## config.mk

```make
export PLATFORM = sky130hd
export DESIGN_NAME = leaf_out_packetizer
export DESIGN_NICKNAME = d
export VERILOG_FILES = /design/src/rtl/leaf_pkt_pkg.sv /design/src/rtl/leaf_out_packetizer_rr_arbiter.sv /design/src/rtl/leaf_out_packetizer.sv
export SDC_FILE = /design/constraint.sdc
export NUM_CORES = 1
export LEC_CHECK = 0
export ABC_CLOCK_PERIOD_IN_PS = 9200
export CAP_MARGIN = 15
export CORE_ASPECT_RATIO = 1.2
export CORE_MARGIN = 4
export CORE_UTILIZATION = 42
export DETAILED_ROUTE_END_ITERATION = 8
export GPL_ROUTABILITY_DRIVEN = 0
export PLACE_DENSITY_LB_ADDON = 0.3
export SYNTH_ARGS = -nofsm -noshare
export SYNTH_HDL_FRONTEND = slang
export SYNTH_SLANG_ARGS = --single-unit
```

## constraint.sdc

```tcl
create_clock -name clk_user -period 9.2 [get_ports clk_user]
set_input_delay 1.84 -clock clk_user [delete_from_list [all_inputs] [get_ports clk_user]]
set_output_delay 1.84 -clock clk_user [all_outputs]
set_load 0.01 [all_outputs]
```

## src/rtl/leaf_pkt_pkg.sv

```systemverilog
// leaf_pkt_pkg: BFT packet field widths, bit offsets, packet struct, state enum and pack helper
package leaf_pkt_pkg;
  localparam int PAYLOAD_BITS = 32;
  localparam int NUM_LEAF_BITS = 5;
  localparam int NUM_PORT_BITS = 4;
  localparam int NUM_ADDR_BITS = 7;
  localparam int PACKET_BITS = 1 + NUM_LEAF_BITS + NUM_PORT_BITS + NUM_ADDR_BITS + PAYLOAD_BITS;
  localparam int NUM_OUT_PORTS = 2;
  localparam int FREESPACE_UPDATE_SIZE = 64;
  localparam int CREDIT_BITS = NUM_ADDR_BITS + 1;
  localparam int CREDIT_MAX = 1 << NUM_ADDR_BITS;
  localparam int PAYLOAD_LSB = 0;
  localparam int ADDR_LSB = PAYLOAD_LSB + PAYLOAD_BITS;
  localparam int PORT_LSB = ADDR_LSB + NUM_ADDR_BITS;
  localparam int LEAF_LSB = PORT_LSB + NUM_PORT_BITS;
  localparam int VALID_BIT = LEAF_LSB + NUM_LEAF_BITS;
  typedef enum logic {EMPTY, FULL} state_t;
  typedef struct packed {
    logic valid;
    logic [NUM_LEAF_BITS-1:0] dst_leaf;
    logic [NUM_PORT_BITS-1:0] dst_port;
    logic [NUM_ADDR_BITS-1:0] bram_addr;
    logic [PAYLOAD_BITS-1:0] payload;
  } pkt_t;
  function automatic pkt_t pack(input logic [NUM_LEAF_BITS-1:0] leaf, input logic [NUM_PORT_BITS-1:0] port,
                                input logic [NUM_ADDR_BITS-1:0] addr, input logic [PAYLOAD_BITS-1:0] payload);
    pkt_t p;
    p.valid = 1'b1;
    p.dst_leaf = leaf;
    p.dst_port = port;
    p.bram_addr = addr;
    p.payload = payload;
    return p;
  endfunction
endpackage

```

## src/rtl/leaf_out_packetizer_rr_arbiter.sv

```systemverilog
// rr_arbiter: combinational round-robin picker
//   req   : request vector
//   ptr   : highest-priority index this cycle
//   grant : one-hot grant of the first request at or after ptr, wrapping
module rr_arbiter #(
  parameter int N = 2,
  parameter int PW = 1
) (
  input  logic [N-1:0]  req,
  input  logic [PW-1:0] ptr,
  output logic [N-1:0]  grant
);
  logic [PW-1:0] idx;
  always_comb begin
    grant = '0;
    idx = '0;
    // scan from the farthest offset down so the nearest request overwrites last
    for (int k = N - 1; k >= 0; k--) begin
      idx = PW'((int'(ptr) + k) % N);
      if (req[idx]) begin
        grant = '0;
        grant[idx] = 1'b1;
      end
    end
  end
endmodule

```

## src/rtl/leaf_out_packetizer.sv

```systemverilog
// leaf_out_packetizer: user-to-BFT egress, RR arbitration, packet wrap, per-port credit flow control
//   clk_user, reset (async, active-high)
//   din_leaf_user2interface / vld_user2interface / ack_interface2user : user word streams
//   cfg_wr, cfg_idx, cfg_dst : destination table write
//   credit_upd, credit_port  : freespace credit return
//   dout_leaf_interface2bft, bft_ready : packet output, MSB is valid
//   resend (only with LEAF_OUT_RESEND_EN) : re-drive the last packet that left dout
module leaf_out_packetizer
  import leaf_pkt_pkg::*;
(
  input  logic                                   clk_user,
  input  logic                                   reset,
  input  logic [NUM_OUT_PORTS*PAYLOAD_BITS-1:0]  din_leaf_user2interface,
  input  logic [NUM_OUT_PORTS-1:0]               vld_user2interface,
  output logic [NUM_OUT_PORTS-1:0]               ack_interface2user,
  input  logic                                   cfg_wr,
  input  logic [NUM_PORT_BITS-1:0]               cfg_idx,
  input  logic [NUM_LEAF_BITS+NUM_PORT_BITS-1:0] cfg_dst,
  input  logic                                   credit_upd,
  input  logic [NUM_PORT_BITS-1:0]               credit_port,
`ifdef LEAF_OUT_RESEND_EN
  input  logic                                   resend,
`endif
  output logic [PACKET_BITS-1:0]                 dout_leaf_interface2bft,
  input  logic                                   bft_ready
);
  localparam int PW = NUM_OUT_PORTS > 1 ? $clog2(NUM_OUT_PORTS) : 1;
  localparam int DST_BITS = NUM_LEAF_BITS + NUM_PORT_BITS;
  state_t state, state_n;
  pkt_t dout_q, pkt, rs_pkt;
  logic [DST_BITS-1:0] dst [NUM_OUT_PORTS];
  logic [PAYLOAD_BITS-1:0] word [NUM_OUT_PORTS];
  logic [CREDIT_BITS-1:0] credit [NUM_OUT_PORTS];
  logic [CREDIT_BITS-1:0] credit_n [NUM_OUT_PORTS];
  logic [CREDIT_BITS:0] csum;
  logic [NUM_ADDR_BITS-1:0] addr [NUM_OUT_PORTS];
  logic [NUM_OUT_PORTS-1:0] cfgd, elig, arb_grant, grant;
  logic [PW-1:0] ptr, g;
  logic free, rs;
  assign free = state == EMPTY || bft_ready;
  assign grant = (free && !rs) ? arb_grant : '0;
  assign ack_interface2user = grant;
  assign dout_leaf_interface2bft = dout_q;
  rr_arbiter #(.N(NUM_OUT_PORTS), .PW(PW)) u_arb (.req(elig), .ptr(ptr), .grant(arb_grant));
  always_comb begin
    g = '0;
    csum = '0;
    for (int i = 0; i < NUM_OUT_PORTS; i++) begin
      word[i] = din_leaf_user2interface[i*PAYLOAD_BITS +: PAYLOAD_BITS];
      elig[i] = vld_user2interface[i] && cfgd[i] && credit[i] != '0;
      if (grant[i]) g = PW'(i);
      // grant decrement and update increment net before saturating
      csum = {1'b0, credit[i]} - (CREDIT_BITS+1)'(grant[i])
           + ((credit_upd && credit_port == NUM_PORT_BITS'(i)) ? (CREDIT_BITS+1)'(FREESPACE_UPDATE_SIZE) : '0);
      credit_n[i] = csum > (CREDIT_BITS+1)'(CREDIT_MAX) ? CREDIT_BITS'(CREDIT_MAX) : csum[CREDIT_BITS-1:0];
    end
    pkt = pack(dst[g][DST_BITS-1:NUM_PORT_BITS], dst[g][NUM_PORT_BITS-1:0], addr[g], word[g]);
  end
  always_comb begin
    state_n = (rs || |grant) ? FULL : free ? EMPTY : state;
  end
  always_ff @(posedge clk_user or posedge reset) begin
    if (reset) state <= EMPTY;
    else state <= state_n;
  end
  always_ff @(posedge clk_user or posedge reset) begin
    if (reset) begin
      dout_q <= '0;
      ptr <= '0;
      cfgd <= '0;
      for (int i = 0; i < NUM_OUT_PORTS; i++) begin
        dst[i] <= '0;
        credit[i] <= CREDIT_BITS'(CREDIT_MAX);
        addr[i] <= '0;
      end
    end else begin
      dout_q <= rs ? rs_pkt : |grant ? pkt : free ? '0 : dout_q;
      if (|grant) ptr <= g == PW'(NUM_OUT_PORTS - 1) ? '0 : g + 1'b1;
      for (int i = 0; i < NUM_OUT_PORTS; i++) begin
        credit[i] <= credit_n[i];
        if (grant[i]) addr[i] <= addr[i] + 1'b1;
        if (cfg_wr && cfg_idx == NUM_PORT_BITS'(i)) begin
          cfgd[i] <= 1'b1;
          dst[i] <= cfg_dst;
        end
      end
    end
  end
`ifdef LEAF_OUT_RESEND_EN
  pkt_t last, last_n;
  logic pend;
  // the packet leaving dout this cycle becomes the resend copy immediately
  assign last_n = (state == FULL && bft_ready) ? dout_q : last;
  assign rs = free && (resend || pend);
  always_comb begin
    rs_pkt = last_n;
    rs_pkt.valid = 1'b1;
  end
  always_ff @(posedge clk_user or posedge reset) begin
    if (reset) begin
      last <= '0;
      pend <= 1'b0;
    end else begin
      last <= last_n;
      pend <= !free && (resend || pend);
    end
  end
`else
  assign rs = 1'b0;
  assign rs_pkt = '0;
`endif
endmodule
```

== After elaboration in Yosys (flattened, before gate mapping) ==
Index checks and enable logic that the tools add are counted.
Word-level totals
  output and inout port bits: 51
  logic and storage cells: 81
  input port bits: 88
  register bits: 101
Cells by class
  add/subtract/negate cells: 8
  reductions and logical operators: 17
  bitwise logic cells: 2
  muxes and demuxes: 30
  equal/unequal tests: 2
  order comparisons: 7
Operators by type and width (count)
  $mux W49: 2
  $mux W32: 3
  $mux W7: 5
  $mux W9: 3
  $add A9 B7 Y9: 2
  $gt A9 B8 Y1 const B: 2
  $sub A8 B1 Y9: 2
  $mux W8: 2
  $reduce_bool A8 Y1: 2
  $add A7 B1 Y7 const B: 2
  $logic_and A1 B1 Y1: 10
  $mux W1: 10
  $eq A4 B1 Y1 const B: 2
  $logic_not A4 Y1: 2
  $mux W2: 3
  $lt A1 B2 Y1 const B: 2
  $add A1 B1 Y1 const B: 2
  $demux W1 S1: 2
  $ge A1 B1 Y1 const B: 2
  $ge A2 B2 Y1 const B: 1
  $not A1 Y2: 1
  $reduce_bool A2 Y1: 1
  $reduce_or A2 Y1: 1
  $logic_or A1 B1 Y1: 1
  $not A1 Y1: 1

== Depth between registers and ports, before layout ==
  depth in word-level cells: 14
  mapped depth: 17
  depth with buffers taken out: 15

== Modules after synthesis ==
From an unflattened synthesis, not the netlist that was laid out.
Unflattened totals
  cells, all modules: 564
  area, all modules: 5173.7 um^2
Modules (own cells, without submodules)
  leaf_out_packetizer: instances 1, cells an instance 561, seq. area each 2504.9 um^2, area an instance 5154.9 um^2
  rr_arbiter: instances 1, cells an instance 3, seq. area each 0.0 um^2, area an instance 18.8 um^2

== Worst setup path after synthesis ==
OpenSTA, ideal clock, no wires.
  path kind: in2reg
  start point: input port vld_user2interface[0]
  end point: register credit[1] in the netlist's numbering
  setup time: 0.081 ns
  stages on the path: 15
  path buffers: 2
  setup slack: 4.521 ns
  arrival: 4.598 ns
  required time: 9.119 ns
  path through: nand2_1 > a31o_2 > o221a_2 > buf_2 > buf_2 > ha_1 > inv_1 > ha_1 > inv_1 > fa_1 > nor3b_1 > nor2_1 > xnor2_1 > o41a_1 > nor3b_2
RTL lines
  start, declared: RTL line leaf_out_packetizer.sv:14  | input logic [NUM_OUT_PORTS-1:0] vld_user2interface,
  end signal, assigned by index: RTL line leaf_out_packetizer.sv:73  | credit[i] <= CREDIT_BITS'(CREDIT_MAX);
  end signal, assigned by index: RTL line leaf_out_packetizer.sv:80  | credit[i] <= credit_n[i];
  end, declared: RTL line leaf_out_packetizer.sv:33  | logic [CREDIT_BITS-1:0] credit [NUM_OUT_PORTS];

== Final worst setup path ==
  start point: input port vld_user2interface[0]
  end point: output port ack_interface2user[0]
On the way
  cells in the longest elaborated chain, start to end: 7
  elaborated cells on any way between the ends: 9
  classes of those cells: 7 x mux; 2 x reduce/logical
RTL lines
  $logic_and A1 B1 Y1 (*) (2 in series): RTL line leaf_out_packetizer.sv:50  | elig[i] = vld_user2interface[i] && cfgd[i] && credit[i] != '0;
  $mux W1 (implied by the code) (2 in series): RTL line leaf_out_packetizer_rr_arbiter.sv:20  | if (req[idx]) begin
  $mux W2: RTL line leaf_out_packetizer_rr_arbiter.sv:20
  $mux W2 (*): RTL line leaf_out_packetizer_rr_arbiter.sv:20
  $mux W2 (*): RTL line leaf_out_packetizer.sv:41  | assign grant = (free && !rs) ? arb_grant : '0;
  end, declared: RTL line leaf_out_packetizer.sv:15  | output logic [NUM_OUT_PORTS-1:0] ack_interface2user,
Mark *: on every way between the ends. The rest lies on a longest branch, timed or not. The select of a mux whose other input is x is not followed.

==> flow_metrics.tcl <==
set metrics [dict create \
    antenna_found_initial 0 \
    htreeDepth 3 \
    r2r_end "credit[11]" \
    dieArea_um2 13200 \
    synthTopCellsByArea "dfrtp_1, a222oi_1, ha_1" \
    crit_path_top_delay_cell "a211oi_4" \
    tns_ns 0 \
    end_kind "primary output" \
    dp_cells 687 \
    synth.most_common_cell "dfrtp_1" \
    crit_family "buffers and inverters" \
    drt-initial-drc-count 292 \
    vias 3736 \
    cts_max_path_buffers 2 \
    vdd_drop_max_v 0.000141 \
    synthArstFlopShare_pct 100 \
    clock_sinks 100 \
    relSlewSlack_pct 32.9 \
    synth-seq-cells 100 \
    worstSetupStartpointType "primary input" \
    cts_buffers 9 \
    holdCritPathClass "register to register" \
    grt_pass1_wl_um 19000 \
    fmax_mhz 169 \
    reg2regPathDepth 14 \
    hold_end "dout_leaf_interface2bft[39]" \
    cp.buffers_inverters 2 \
    maxSlewViolCount 0 \
    core-area_um2 11100 \
    crit_type "primary input to primary output" \
    num_rows 42 \
    synth_top_area_cell "dfrtp_1" \
    netlist_instances 409 \
    antennaDiodeCount 0 \
    max_stage_delay_ns 0.78 \
    synthDominantCellAreaShare_pct 51.3 \
    hold_violations 0 \
    finalCriticalPeriod_ns 5.91 \
    rsz0062_at_grt "false" \
    post_cts_buffers 0 \
    tritoncts "done" \
    ys_seq_area_share_pct 52.4 \
    worstPathArrival_ns 4.07 \
    final_cells 703 \
    avgSynthCellArea_um2 11.7 \
    wirelength_um 11800 \
    setup-violations-final 0 \
    start_util_pct 43.1 \
    clock-root-buffer "clkbuf_16" \
    ant_nets 0 \
    dp_hpwl_um 8380 \
    leakagePower_uw 0.00312 \
    cap_violations 0 \
    via_per_inst 5.31 \
    grt-ovfl-total 0 \
    status "finished, final reports clean" \
    synth_flop_cell "dfrtp_1" \
    drive_gt1_share_pct 10.7 \
    crit_path_cell_trace "clkdlybuf4s50_1 -> nand2_1 -> a31o_2 -> a211oi_4 -> clkdlybuf4s50_1" \
    wl_per_cell_um 16.7 \
    fin_nets 658 \
    ys_warn_count 0 \
    cts_hold_buf 0 \
    crit_path_frequent_cell "clkdlybuf4s50_1" \
    die_h_um 125 \
    grt_usage_pct 17.9 \
    syn_nets 523 \
    critical_path_required_ns 7.36 \
    r2r_setup_slack_ns 4.58 \
    crit_path_max_fanout 22 \
    area_delta_synth_final_pct 39.0 \
    clk_latency_ns 0.36 \
    power.density_nw_per_um2 308 \
    portBuffers 138 \
    worstReg2RegStart "credit[5]" \
    yosysUniqueCellTypes 47 \
    grt_pass1_vias 3828 \
    die_w_um 105 \
    drt_first_pass_iters 6 \
    fin_skew_ns 0.0133 \
    clk_pin_slew_ns 0.07 \
    worstHoldPathCells 2 \
    num_io_pins 139 \
    worstMarginPinSlew_ns 1.00 \
    cts-resized-gates 0 \
    syn_area_um2 4780 \
    grt_max_degree 66 \
    final.period_utilization_pct 64.3 \
    synth_edf_count 0 \
    drc 0 \
    min_from "dst[0]" \
    yosys-top-cells-count "dfrtp_1, inv_1, a222oi_1" \
]
cells in the final DEF, fill, tap and decap left out, types with 3 or more instances in the layout:
cell type        instances
nor3b_1                  9
dfrtp_1                 98
nor2_1                   8
xnor2_1                 20
nor2b_1                  6
clkdlybuf4s50_1        138
nand4_1                  5
inv_1                   76
a222oi_1                47
buf_4                    5
nand2b_1                 5
clkbuf_16                9
a21oi_1                  4
nand2_1                 12
mux2_2                  20
ha_1                    24
or2_2                    3
nor4b_1                  3
nor3_1                   7
worst reg2reg max path, stage by stage (launching register included):
cell and delay (ns):
dfrtp_1 0.40, inv_1 0.09, ha_1 0.14, nor4b_1 0.27
a31oi_1 0.21, a211oi_4 0.89, buf_4 0.54, ha_1 0.22
inv_1 0.04, ha_1 0.19, a211o_1 0.32, a311oi_2 0.32
a21oi_1 0.14, xnor2_1 0.56, nor3_1 0.15
layout make-up:
cell class | instances | area [µm²]
clock inverters | 6 | 78.8
flip-flops and latches | 100 | 2500
clock buffers | 10 | 239
repair buffers | 143 | 1420
inverters | 77 | 292
multi-input cells | 213 | 1920
fillers | 878 | 4440
well taps | 154 | 193
power breakdown:
part / leakage [µW] / internal [µW] / switching [µW]
Combinational: 0.00167 / 480 / 477
Sequential: 0.00129 / 590 / 100
Clock: 0.000157 / 224 / 175
Total: 0.00312 / 1290 / 752
how the worst max path moves through the flow:
| stage | start | to | slack (ns) | cells past startpoint |
|---|---|---|---|---|
| final | vld_user2interface[0] | ack_interface2user[0] | 3.29 | 5 |
| after global routing | vld_user2interface[0] | ack_interface2user[0] | 3.22 | 5 |
| after CTS | vld_user2interface[0] | ack_interface2user[0] | 3.27 | 5 |
| after detailed placement | vld_user2interface[0] | credit[11] | 3.24 | 13 |
| after global placement | vld_user2interface[0] | ack_interface2user[0] | 3.30 | 5 |
| after floorplan | vld_user2interface[0] | credit[1] | 4.52 | 15 |
sequential cells by signal, indices dropped and copies added, names as in the netlist:
signal / flops
dst: 18
state: 1
addr: 14
credit: 16
dout_leaf_interface2bft: 48
ptr: 1
cfgd: 2
logic make-up (layout without fill, tap and decap cells):
group	Yosys count	after routing	share of synthesized area, %
fa+ha+maj	26	26	7.12
flops	100	100	52.4
buf+inv	96	236	7.88
mux	20	20	4.71
compound gates	72	72	14.6
simple gates	73	73	9.31
xor+xnor	22	22	4.03
stage by stage:
step                      cell area [µm²]  hold slack (ns)  setup slack, ns  util [%]  total power (µW)
after floorplan                      4780            0.435             4.52         -              1300
after global placement               6330            0.459             3.30      57.1              1620
after detailed placement             6330            0.472             3.24      57.1              1650
after CTS                            6650            0.485             3.27      59.9              2070
after global routing                 6650            0.506             3.22      59.9              2200
final                                6650            0.481             3.29      59.9              2050
routing by layer:
metal / wire [µm] / track usage [%] / up-vias
li1: - / - / 1760
met5: 0 / 0 / -
met1: 4670 / 21.3 / 1815
met3: 650 / 2.28 / 25
met2: 6120 / 31.4 / 136
met4: 325 / 8.96 / 0
No activity file was read; power rests on OpenSTA's default activity.
